<file path="config.mk">
export PLATFORM = sky130hd
export DESIGN_NAME = stream_downsizer_flat
export DESIGN_NICKNAME = d
export VERILOG_FILES = /design/src/rtl/stream_pkg.sv /design/src/rtl/stream_downsizer_if.sv /design/src/rtl/stream_downsizer.sv /design/src/flat_wrapper.sv
export SDC_FILE = /design/constraint.sdc
export NUM_CORES = 1
export LEC_CHECK = 0
export CORE_MARGIN = 4
export CORE_UTILIZATION = 25
export DETAILED_ROUTE_END_ITERATION = 6
export GPL_ROUTABILITY_DRIVEN = 0
export GPL_TIMING_DRIVEN = 0
export PLACE_DENSITY_LB_ADDON = 0.25
export SLEW_MARGIN = 20
export SYNTH_ARGS = -nofsm -noshare
export SYNTH_HDL_FRONTEND = slang
export SYNTH_SLANG_ARGS = --single-unit
</file>
<file path="constraint.sdc">
create_clock -name clk -period 4.7 [get_ports clk]
set_clock_uncertainty 0.2 [all_clocks]
set_input_delay 0.47 -clock clk [delete_from_list [all_inputs] [get_ports clk]]
set_output_delay 0.47 -clock clk [all_outputs]
set_load 0.005 [all_outputs]
</file>
<file path="src/rtl/stream_pkg.sv">
// Shared width defaults, beat struct and the word/beat ratio legality check
// for the stream width converters.
package stream_pkg;

    localparam int DATA_WIDTH = 32;
    localparam int BYTE_WIDTH = 8;

    typedef struct packed {
        logic [BYTE_WIDTH-1:0] data;
        logic                  last;
    } beat_t;

    // A word must split into a whole number of beats, and at least two of them.
    function automatic bit ratio_ok(input int in_w, input int out_w);
        return (out_w > 0) && ((in_w % out_w) == 0) && ((in_w / out_w) >= 2);
    endfunction

endpackage

</file>
<file path="src/rtl/stream_downsizer_if.sv">
// Word-in / beat-out valid-ready bundle for stream_downsizer.
// slave = the converter's view, master = the upstream/downstream environment.
interface stream_downsizer_if
    import stream_pkg::*;
#(
    parameter int IN_WIDTH  = DATA_WIDTH,
    parameter int OUT_WIDTH = BYTE_WIDTH
);
    logic                 in_valid;
    logic                 in_ready;
    logic [IN_WIDTH-1:0]  in_data;
    logic                 in_last;
    logic                 out_valid;
    logic                 out_ready;
    logic [OUT_WIDTH-1:0] out_data;
    logic                 out_last;

    modport slave (
        input  in_valid, in_data, in_last, out_ready,
        output in_ready, out_valid, out_data, out_last
    );

    modport master (
        output in_valid, in_data, in_last, out_ready,
        input  in_ready, out_valid, out_data, out_last
    );
endinterface

</file>
<file path="src/rtl/stream_downsizer.sv">
// Splits each IN_WIDTH word into RATIO OUT_WIDTH beats (LSB first; MSB first with STREAM_DOWNSIZER_MSB_FIRST_EN).
// Latency: beat 0 is presented the cycle after the word is accepted; full 1 beat/cycle throughput.
// Backpressure: beats hold while out_ready=0; in_ready only while empty or as the final beat is taken.
module stream_downsizer
    import stream_pkg::*;
#(
    parameter int IN_WIDTH  = DATA_WIDTH,
    parameter int OUT_WIDTH = BYTE_WIDTH
) (
    input  logic                clk,
    input  logic                rst_n,
    stream_downsizer_if.slave   bus
);
    localparam int RATIO = IN_WIDTH / OUT_WIDTH;
    localparam int CW    = (RATIO > 1) ? $clog2(RATIO) : 1;

    if (!ratio_ok(IN_WIDTH, OUT_WIDTH)) begin : g_bad_ratio
        $error("stream_downsizer: IN_WIDTH must be a multiple (>=2x) of OUT_WIDTH");
    end

    logic [IN_WIDTH-1:0] word_q;
    logic                last_q;
    logic [CW-1:0]       cnt_q;
    logic                valid_q;
    logic                at_end;
    logic                accept;

    assign at_end       = (cnt_q == CW'(RATIO - 1));
    // Refill in the same cycle the final beat leaves, so there is no bubble.
    assign bus.in_ready = ~valid_q | (bus.out_ready & at_end);
    assign accept       = bus.in_valid & bus.in_ready;

    always_ff @(posedge clk or negedge rst_n) begin
        if (!rst_n) begin
            word_q  <= '0;
            last_q  <= 1'b0;
            cnt_q   <= '0;
            valid_q <= 1'b0;
        end else if (accept) begin
            word_q  <= bus.in_data;
            last_q  <= bus.in_last;
            cnt_q   <= '0;
            valid_q <= 1'b1;
        end else if (valid_q && bus.out_ready) begin
            if (at_end) begin
                valid_q <= 1'b0;
                cnt_q   <= '0;
            end else begin
                cnt_q <= cnt_q + 1'b1;
            end
        end
    end

    always_comb begin
`ifdef STREAM_DOWNSIZER_MSB_FIRST_EN
        bus.out_data = word_q[IN_WIDTH - 1 - int'(cnt_q) * OUT_WIDTH -: OUT_WIDTH];
`else
        bus.out_data = word_q[int'(cnt_q) * OUT_WIDTH +: OUT_WIDTH];
`endif
    end

    assign bus.out_valid = valid_q;
    assign bus.out_last  = valid_q & last_q & at_end;

endmodule

</file>
<file path="src/flat_wrapper.sv">
// flat-port wrapper written by rule: the top's interface ports become plain ports
module stream_downsizer_flat import stream_pkg::*;
#(
    parameter int IN_WIDTH  = DATA_WIDTH,
    parameter int OUT_WIDTH = BYTE_WIDTH
)
  (clk, rst_n, bus_in_valid, bus_in_data, bus_in_last, bus_out_ready, bus_in_ready, bus_out_valid, bus_out_data, bus_out_last);
  stream_downsizer_if #(.IN_WIDTH(IN_WIDTH), .OUT_WIDTH(OUT_WIDTH)) bus_i ();
  input  logic clk;
  input  logic rst_n;
  input wire logic [$bits(bus_i.in_valid)-1:0] bus_in_valid;
  input wire logic [$bits(bus_i.in_data)-1:0] bus_in_data;
  input wire logic [$bits(bus_i.in_last)-1:0] bus_in_last;
  input wire logic [$bits(bus_i.out_ready)-1:0] bus_out_ready;
  output wire logic [$bits(bus_i.in_ready)-1:0] bus_in_ready;
  output wire logic [$bits(bus_i.out_valid)-1:0] bus_out_valid;
  output wire logic [$bits(bus_i.out_data)-1:0] bus_out_data;
  output wire logic [$bits(bus_i.out_last)-1:0] bus_out_last;
  assign bus_i.in_valid = bus_in_valid;
  assign bus_i.in_data = bus_in_data;
  assign bus_i.in_last = bus_in_last;
  assign bus_i.out_ready = bus_out_ready;
  assign bus_in_ready = bus_i.in_ready;
  assign bus_out_valid = bus_i.out_valid;
  assign bus_out_data = bus_i.out_data;
  assign bus_out_last = bus_i.out_last;
  stream_downsizer #(.IN_WIDTH(IN_WIDTH), .OUT_WIDTH(OUT_WIDTH)) u_core (.clk(clk), .rst_n(rst_n), .bus(bus_i));
endmodule
</file>
==> run_results.csv, run 1 <==
group,metric,value,unit
run_status,status,"finished clean",
setup_path,worstReg2RegEnd,"u_core.word_q[28]",
placement,place_hpwl,3.75,mm
placement,dp_slack,1.94,ns
clock_tree,clk_pin_slew,0.07,ns
placement,place_inst,327,
power,p_comb_share,49.9,%
cells_and_area,fin_nets,268,
clock_tree,cts.path.max_buffers,2,
power,power.share.clock,16.6,%
timing,final.min_clock_period,2.75,ns
global_route,grt.total_usage,11.2,%
floorplanning,die_y,99.5,um
synthesis,synthesis.nets,212,
routing,vias,1489,
cells_and_area,regArea,901,um2
synthesis,async_reset_ff_share,100,%
power,peakVddDrop,135,uV
power,power_frac_seq,33.5,%
setup_path,endpoint,"bus_in_ready",
timing,grt_setup_unrepaired,"false",
cells_and_area,stdcell_count,336,
routing,drtIter0Drc,68,
setup_path,critPathLaunchType,"input pin",
routing,drtAntennaViolNets,0,
cells_and_area,design_area,0.00283,mm2
power,total_power,1.63,mW
setup_path,worst_r2r_path_depth,4,
setup_path,r2r_slack,3.03,ns
global_route,antenna_found_initial,0,
setup_path,critPathKind,"input pin to primary output",
floorplanning,die_area,0.00989,mm2
synthesis,seq_area_frac_synth,43.1,%
synthesis,synthDistinctLibCells,20,
global_route,grt_pass1_vias,1545,
routing,avgRoutedWirePerCell,15.3,um
synthesis,synth.avg_cell_area,12.0,um2
clock_tree,clkSinkCount,36,
floorplanning,fp.dieW,99.5,um
synthesis,synth.most_common_cell,"dfrtp_1",
synthesis,synth_top_area_share,43.1,%
power,p_per_area,577,mW/mm2
power,intPower,1.13,mW
setup_path,r2r-start,"u_core.cnt_q[0]",
synthesis,ys_seq_elements,36,
setup_path,worst_setup_path_end_kind,"primary output",
cells_and_area,fill_cells,837,
synthesis,netlist_instances,174,
routing,drt_wl_total,5.15,mm
timing,fmax,364,MHz
power,power.leakage,1.23,nW
power,sw_frac_of_total,30.7,%
placement,placed_area,0.00272,mm2
setup_path,cp_max_fo,10,
timing,slew_headroom,66.8,%
timing,fin_crit_sh,58.5,%
synthesis,yosys_most_used_dff,"dfrtp_1",
timing,tns,0,ns
setup_path,crit_chain,"clkdlybuf4s50_1 -> a21boi_4 -> buf_4 -> inv_2 -> clkdlybuf4s50_1",
routing,first_pass_iters,4,
floorplanning,io_pins,48,
synthesis,yosysWarnings,0,
setup_path,crit_family,"buffers and inverters",
timing,setup_viol,0,
global_route,grt_max_degree,22,
clock_tree,cts_tree,"built",
setup_path,worst-path-stages,5,
clock_tree,ctsResizeCount,0,
cells_and_area,area_growth,35.5,%
timing,whs,0.347,ns
min_path,hold-path-cell-count,2,
synthesis,synth_area_leaders,"dfrtp_1 (43%), o32ai_2 (23%), mux4_2 (8.6%)",
timing,hold_viol,0,
setup_path,worst-path-buf-inv,4,
routing,drc,0,
clock_tree,clock_latency,0.29,ns
clock_tree,cts-buffers-inserted,5,
clock_tree,ctsRootBufferMaster,"clkbuf_8",
synthesis,synth_edf_count,0,
clock_tree,htreeDepth,2,
timing,final.setup.worst_slack,1.95,ns
timing,worst_pin_slew,0.497,ns
cells_and_area,multiInputGateArea,923,um2
synthesis,synth_area_leader_cell,"dfrtp_1",
synthesis,synth_common_cells,"dfrtp_1 (36), nand2_1 (35), inv_1 (33), o32ai_2 (30)",
synthesis,synth_area,0.00209,mm2
global_route,grt_first_pass_wirelength,8.41,mm
setup_path,critPathSlowestCell,"clkdlybuf4s50_1",
floorplanning,coreArea,0.00818,mm2
setup_path,crit_path_start,"bus_out_ready",
setup_path,cp.required,4.03,ns
min_path,min_path_type,"register to register",
timing,slew_violations,0,
cells_and_area,n_antenna_cell,0,
routing,vias_per_cell,4.43,
power,p_switching,0.502,mW
flow_run,drv_cap,0,
setup_path,crit_top_cell,"clkdlybuf4s50_1",
setup_path,crit_arrival,2.08,ns
cells_and_area,final_layout_size_suffix_gt1_share,27.7,%
floorplanning,start_util,25.6,%
setup_path,slowest_delay,0.51,ns
cells_and_area,finish.utilization,34.6,%
floorplanning,fp-row-count,33,
placement,portBuffers,47,
global_route,grt-ovfl-total,0,
[worst register-to-register path, stage by stage (launching register included)]
cell	delay (ns)
dfrtp_1	0.38
ha_1	0.28
a21boi_4	0.32
buf_4	0.28
o32ai_2	0.10
[metal layers]
layer,track usage [%],up-vias,part of all wire [%]
met5,0,-,0
met2,16.1,41,45
met3,2.66,8,5.6
met1,16.2,716,47
met4,4.10,0,2.2
li1,-,724,-
[layout by cell type (no fill, tap or decap), drive strengths merged]
| cell type | n |
|---|---|
| inv | 34 |
| clkbuf | 9 |
| ha | 1 |
| dfrtp | 36 |
| a21boi | 1 |
| a31o | 1 |
| a32o | 1 |
| nor4bb | 1 |
| clkdlybuf4s50 | 46 |
| nand2b | 1 |
| buf | 16 |
| o32ai | 33 |
| or2 | 1 |
| clkinv | 1 |
| bufinv | 1 |
| mux4 | 8 |
| nand2 | 35 |
| and3 | 3 |
| dlygate4sd3 | 1 |
| nor2b | 1 |
[worst min-delay path by stage]
stage / start / slack [ns] / to
after global placement: u_core.last_q / 0.33 / u_core.last_q
after global routing: u_core.word_q[23] / 0.38 / u_core.word_q[23]
after floorplan: rst_n / -0.03 / u_core.bus.out_valid
final: u_core.last_q / 0.35 / u_core.last_q
after detailed placement: rst_n / 0.24 / u_core.last_q
after CTS: u_core.last_q / 0.34 / u_core.last_q
[layout make-up]
cell class              count  area share [%]
multi-input cells          87            32.6
flip-flops and latches     36            31.8
repair buffers             49            17.8
plain buffers              17            4.90
well taps                 105            4.64
inverters                  34            4.51
clock buffers               6            2.56
clock inverters             2            1.24
[sequential cells by signal, summed over array words and instances (netlist names)]
name,flops
u_core.bus.out_valid,1
u_core.word_q,32
u_core.cnt_q,2
u_core.last_q,1
[cells by family after synthesis]
family	count (synthesis)	synth area share, %
buffers and inverters	51	12.7
AND/OR/NAND/NOR	42	8.56
AO/OA/AOI/OAI	36	26.4
flip-flops	36	43.1
multiplexers	8	8.62
adder cells (fa/ha/maj)	1	0.598
[timing repair]
item                      in CTS  in global routing
setup buffers                  0                  0
hold buffers                   1                  0
hold endpoints to repair      15                  0
[power groups by stage]
stage / logic, mW / registers (mW) / clock network (mW)
final: 0.815 / 0.548 / 0.271
after global routing: 0.884 / 0.568 / 0.293
after CTS: 0.836 / 0.549 / 0.282
after detailed placement: 0.832 / 0.556 / 0
after global placement: 0.823 / 0.551 / 0
after floorplan: 0.569 / 0.517 / 0
No activity file was read; power rests on OpenSTA's default activity.
==> run 2: changes to the inputs <==
- clock period: 4.7 -> 2.6 ns (I/O delays scaled with it)
==> results of run 2 <==
The final DEF is identical to that of run 1. Status: finished clean.
Among the figures that moved: setup slack after placement 1.94 ns -> 0.258 ns; clock-pin slew on the worst setup and hold paths 0.07 ns -> 0.08 ns; setup slack after layout 1.95 ns -> 0.124 ns; hold slack 0.347 ns -> 0.248 ns; start point of the critical path bus_out_ready -> u_core.cnt_q[0]; register-to-register setup slack 3.03 ns -> 0.93 ns; total power 1.63 mW -> 2.95 mW; worst IR drop on VDD 135 uV -> 244 uV
==> run 3: changes to the inputs <==
==> constraint.sdc (replaced) <==
create_clock -name clk -period 2.6 [get_ports clk]
set_clock_uncertainty 0.2 [all_clocks]
set_input_delay 0.26 -clock clk [delete_from_list [all_inputs] [get_ports clk]]
set_output_delay 0.26 -clock clk [all_outputs]
set_load 0.05 [all_outputs]
==> run_results.csv, run 3 (synthesized netlist as in run 1, its figures left out) <==
group,metric,value,unit
global_route,grt-ovfl-total,0,
cells_and_area,design_area,0.00282,mm2
setup_path,r2r_slack,0.93,ns
floorplanning,io_pins,48,
setup_path,worst_setup_path_end_kind,"primary output",
min_path,min_path_type,"input pin to async pin",
power,peakVddDrop,296,uV
cells_and_area,reg.largest.list,"u_core.word_q x32, u_core.cnt_q x2",
clock_tree,cts.path.max_buffers,2,
cells_and_area,final_cell_mix,"clkdlybuf4s50_1 (37), dfrtp_1 (36), nand2_1 (35)",
cells_and_area,regMostFlops,"u_core.word_q",
timing,grt_setup_unrepaired,"false",
setup_path,worstReg2RegEnd,"u_core.word_q[28]",
clock_tree,cts-buffers-inserted,5,
clock_tree,cts_tree,"built",
setup_path,worst_r2r_path_depth,4,
placement,placed_area,0.00272,mm2
timing,tns,0,ns
cells_and_area,final_common_cell,"clkdlybuf4s50_1",
timing,fin_crit_sh,94.3,%
global_route,gr-usage-met1,16.2,%
timing,slew_violations,0,
floorplanning,start_util,25.6,%
global_route,grt_use_met3,2.66,%
timing,final.setup.worst_slack,0.147,ns
routing,vias,1492,
setup_path,critPathKind,"register to primary output",
cells_and_area,final_layout_size_suffix_gt1_share,27.7,%
timing,worst_pin_slew,0.494,ns
routing,drtAntennaViolNets,0,
run_status,status,"finished clean",
clock_tree,ctsRootBufferMaster,"clkbuf_8",
routing,drc,0,
clock_tree,clock_latency,0.29,ns
routing,vias_per_cell,4.44,
clock_tree,postCtsSetupRepairBufs,0,
power,total_power,3.31,mW
floorplanning,fp.dieW,99.5,um
routing,drtIter0Drc,68,
timing,hold_viol,0,
floorplanning,die_area,0.00989,mm2
cells_and_area,n_antenna_cell,0,
timing,setup_viol,0,
floorplanning,coreArea,0.00818,mm2
global_route,use_met2,16.1,%
clock_tree,clk_pin_slew,0.08,ns
global_route,grt.total_usage,11.2,%
setup_path,cp.required,2.14,ns
global_route,antenna_found_initial,0,
routing,avgRoutedWirePerCell,15.3,um
timing,fmax,408,MHz
placement,portBuffers,47,
cells_and_area,fin_nets,268,
timing,slew_headroom,67.0,%
floorplanning,die_y,99.5,um
setup_path,critPathLaunchType,"register",
cells_and_area,largest_reg_flops,32,
setup_path,crit_arrival,1.99,ns
global_route,grt_first_pass_wirelength,8.41,mm
global_route,grt_max_degree,22,
power,power.leakage,1.25,nW
power,p_per_area,1170,mW/mm2
timing,final.min_clock_period,2.45,ns
flow_run,drv_cap,0,
routing,first_pass_iters,4,
clock_tree,clkSinkCount,36,
routing,drt_wl_total,5.15,mm
global_route,busiest_layer,"met1",
setup_path,r2r-start,"u_core.cnt_q[0]",
cells_and_area,area_growth,34.9,%
global_route,grt_pass1_vias,1545,
floorplanning,fp-row-count,33,
clock_tree,htreeDepth,2,
placement,dp_slack,0.00282,ns
setup_path,cp_max_fo,10,
placement,place_hpwl,3.75,mm
-- run 3: cell count changes in the layout (fill, tap and decap cells not counted) --
cell,before,now
clkdlybuf4s50_1,46,37
dlygate4sd2_1,0,9
-- run 3: what timing repair did --
action	CTS	global route
setup endpoints to repair	9	0
hold buffers	1	0
gates resized for setup	9	0
hold endpoints to repair	15	0
-- run 3: worst max-delay path, stage by stage (launching register included) --
cell           delay (ns)
dfrtp_1              0.38
ha_1                 0.28
a21boi_4             0.31
buf_4                0.28
inv_2                0.03
dlygate4sd2_1        0.41
-- run 3: power by group --
part	internal [mW]	leakage, nW	switching (mW)	total [mW]
Sequential	0.833	0.436	0.157	0.990
Clock	0.285	0.0552	0.206	0.491
Combinational	0.843	0.755	0.991	1.83
Total	1.96	1.25	1.35	3.31
-- run 3: area by class of cell --
| cell class | instances | area [um2] |
|---|---|---|
| Fill cell | 834 | 5350 |
| Multi-Input combinational cell | 87 | 923 |
| Sequential cell | 36 | 901 |
| Timing Repair Buffer | 49 | 492 |
| Buffer | 17 | 139 |
| Tap cell | 105 | 131 |
| Inverter | 34 | 128 |
| Clock buffer | 6 | 72.6 |
| Clock inverter | 2 | 35.0 |
-- run 3: layer usage --
| layer | up-vias | routed length (um) |
|---|---|---|
| met5 | - | 0 |
| met2 | 41 | 2300 |
| met1 | 719 | 2450 |
| met4 | 0 | 114 |
| met3 | 8 | 292 |
| li1 | 724 | - |
-- run 3: worst max-delay path by stage --
stage                   endpoint                 start  slack [ns]
floorplan           bus_in_ready  u_core.bus.out_valid        0.77
global placement    bus_in_ready         bus_out_ready       0.003
detailed placement  bus_in_ready         bus_out_ready       0.003
CTS                 bus_in_ready       u_core.cnt_q[0]        0.11
global route        bus_in_ready       u_core.cnt_q[1]        0.07
finish              bus_in_ready       u_core.cnt_q[0]        0.15
-- run 3: metrics by stage --
stage / utilization [%] / cells / hold WS [ns]
final: 34.5 / 336 / 0.248
after global routing: 34.5 / 336 / 0.288
after CTS: 34.5 / 336 / 0.243
after floorplan: - / 174 / -0.236
after detailed placement: 33.2 / 327 / 0.0279
after global placement: 32.9 / 326 / 0.331
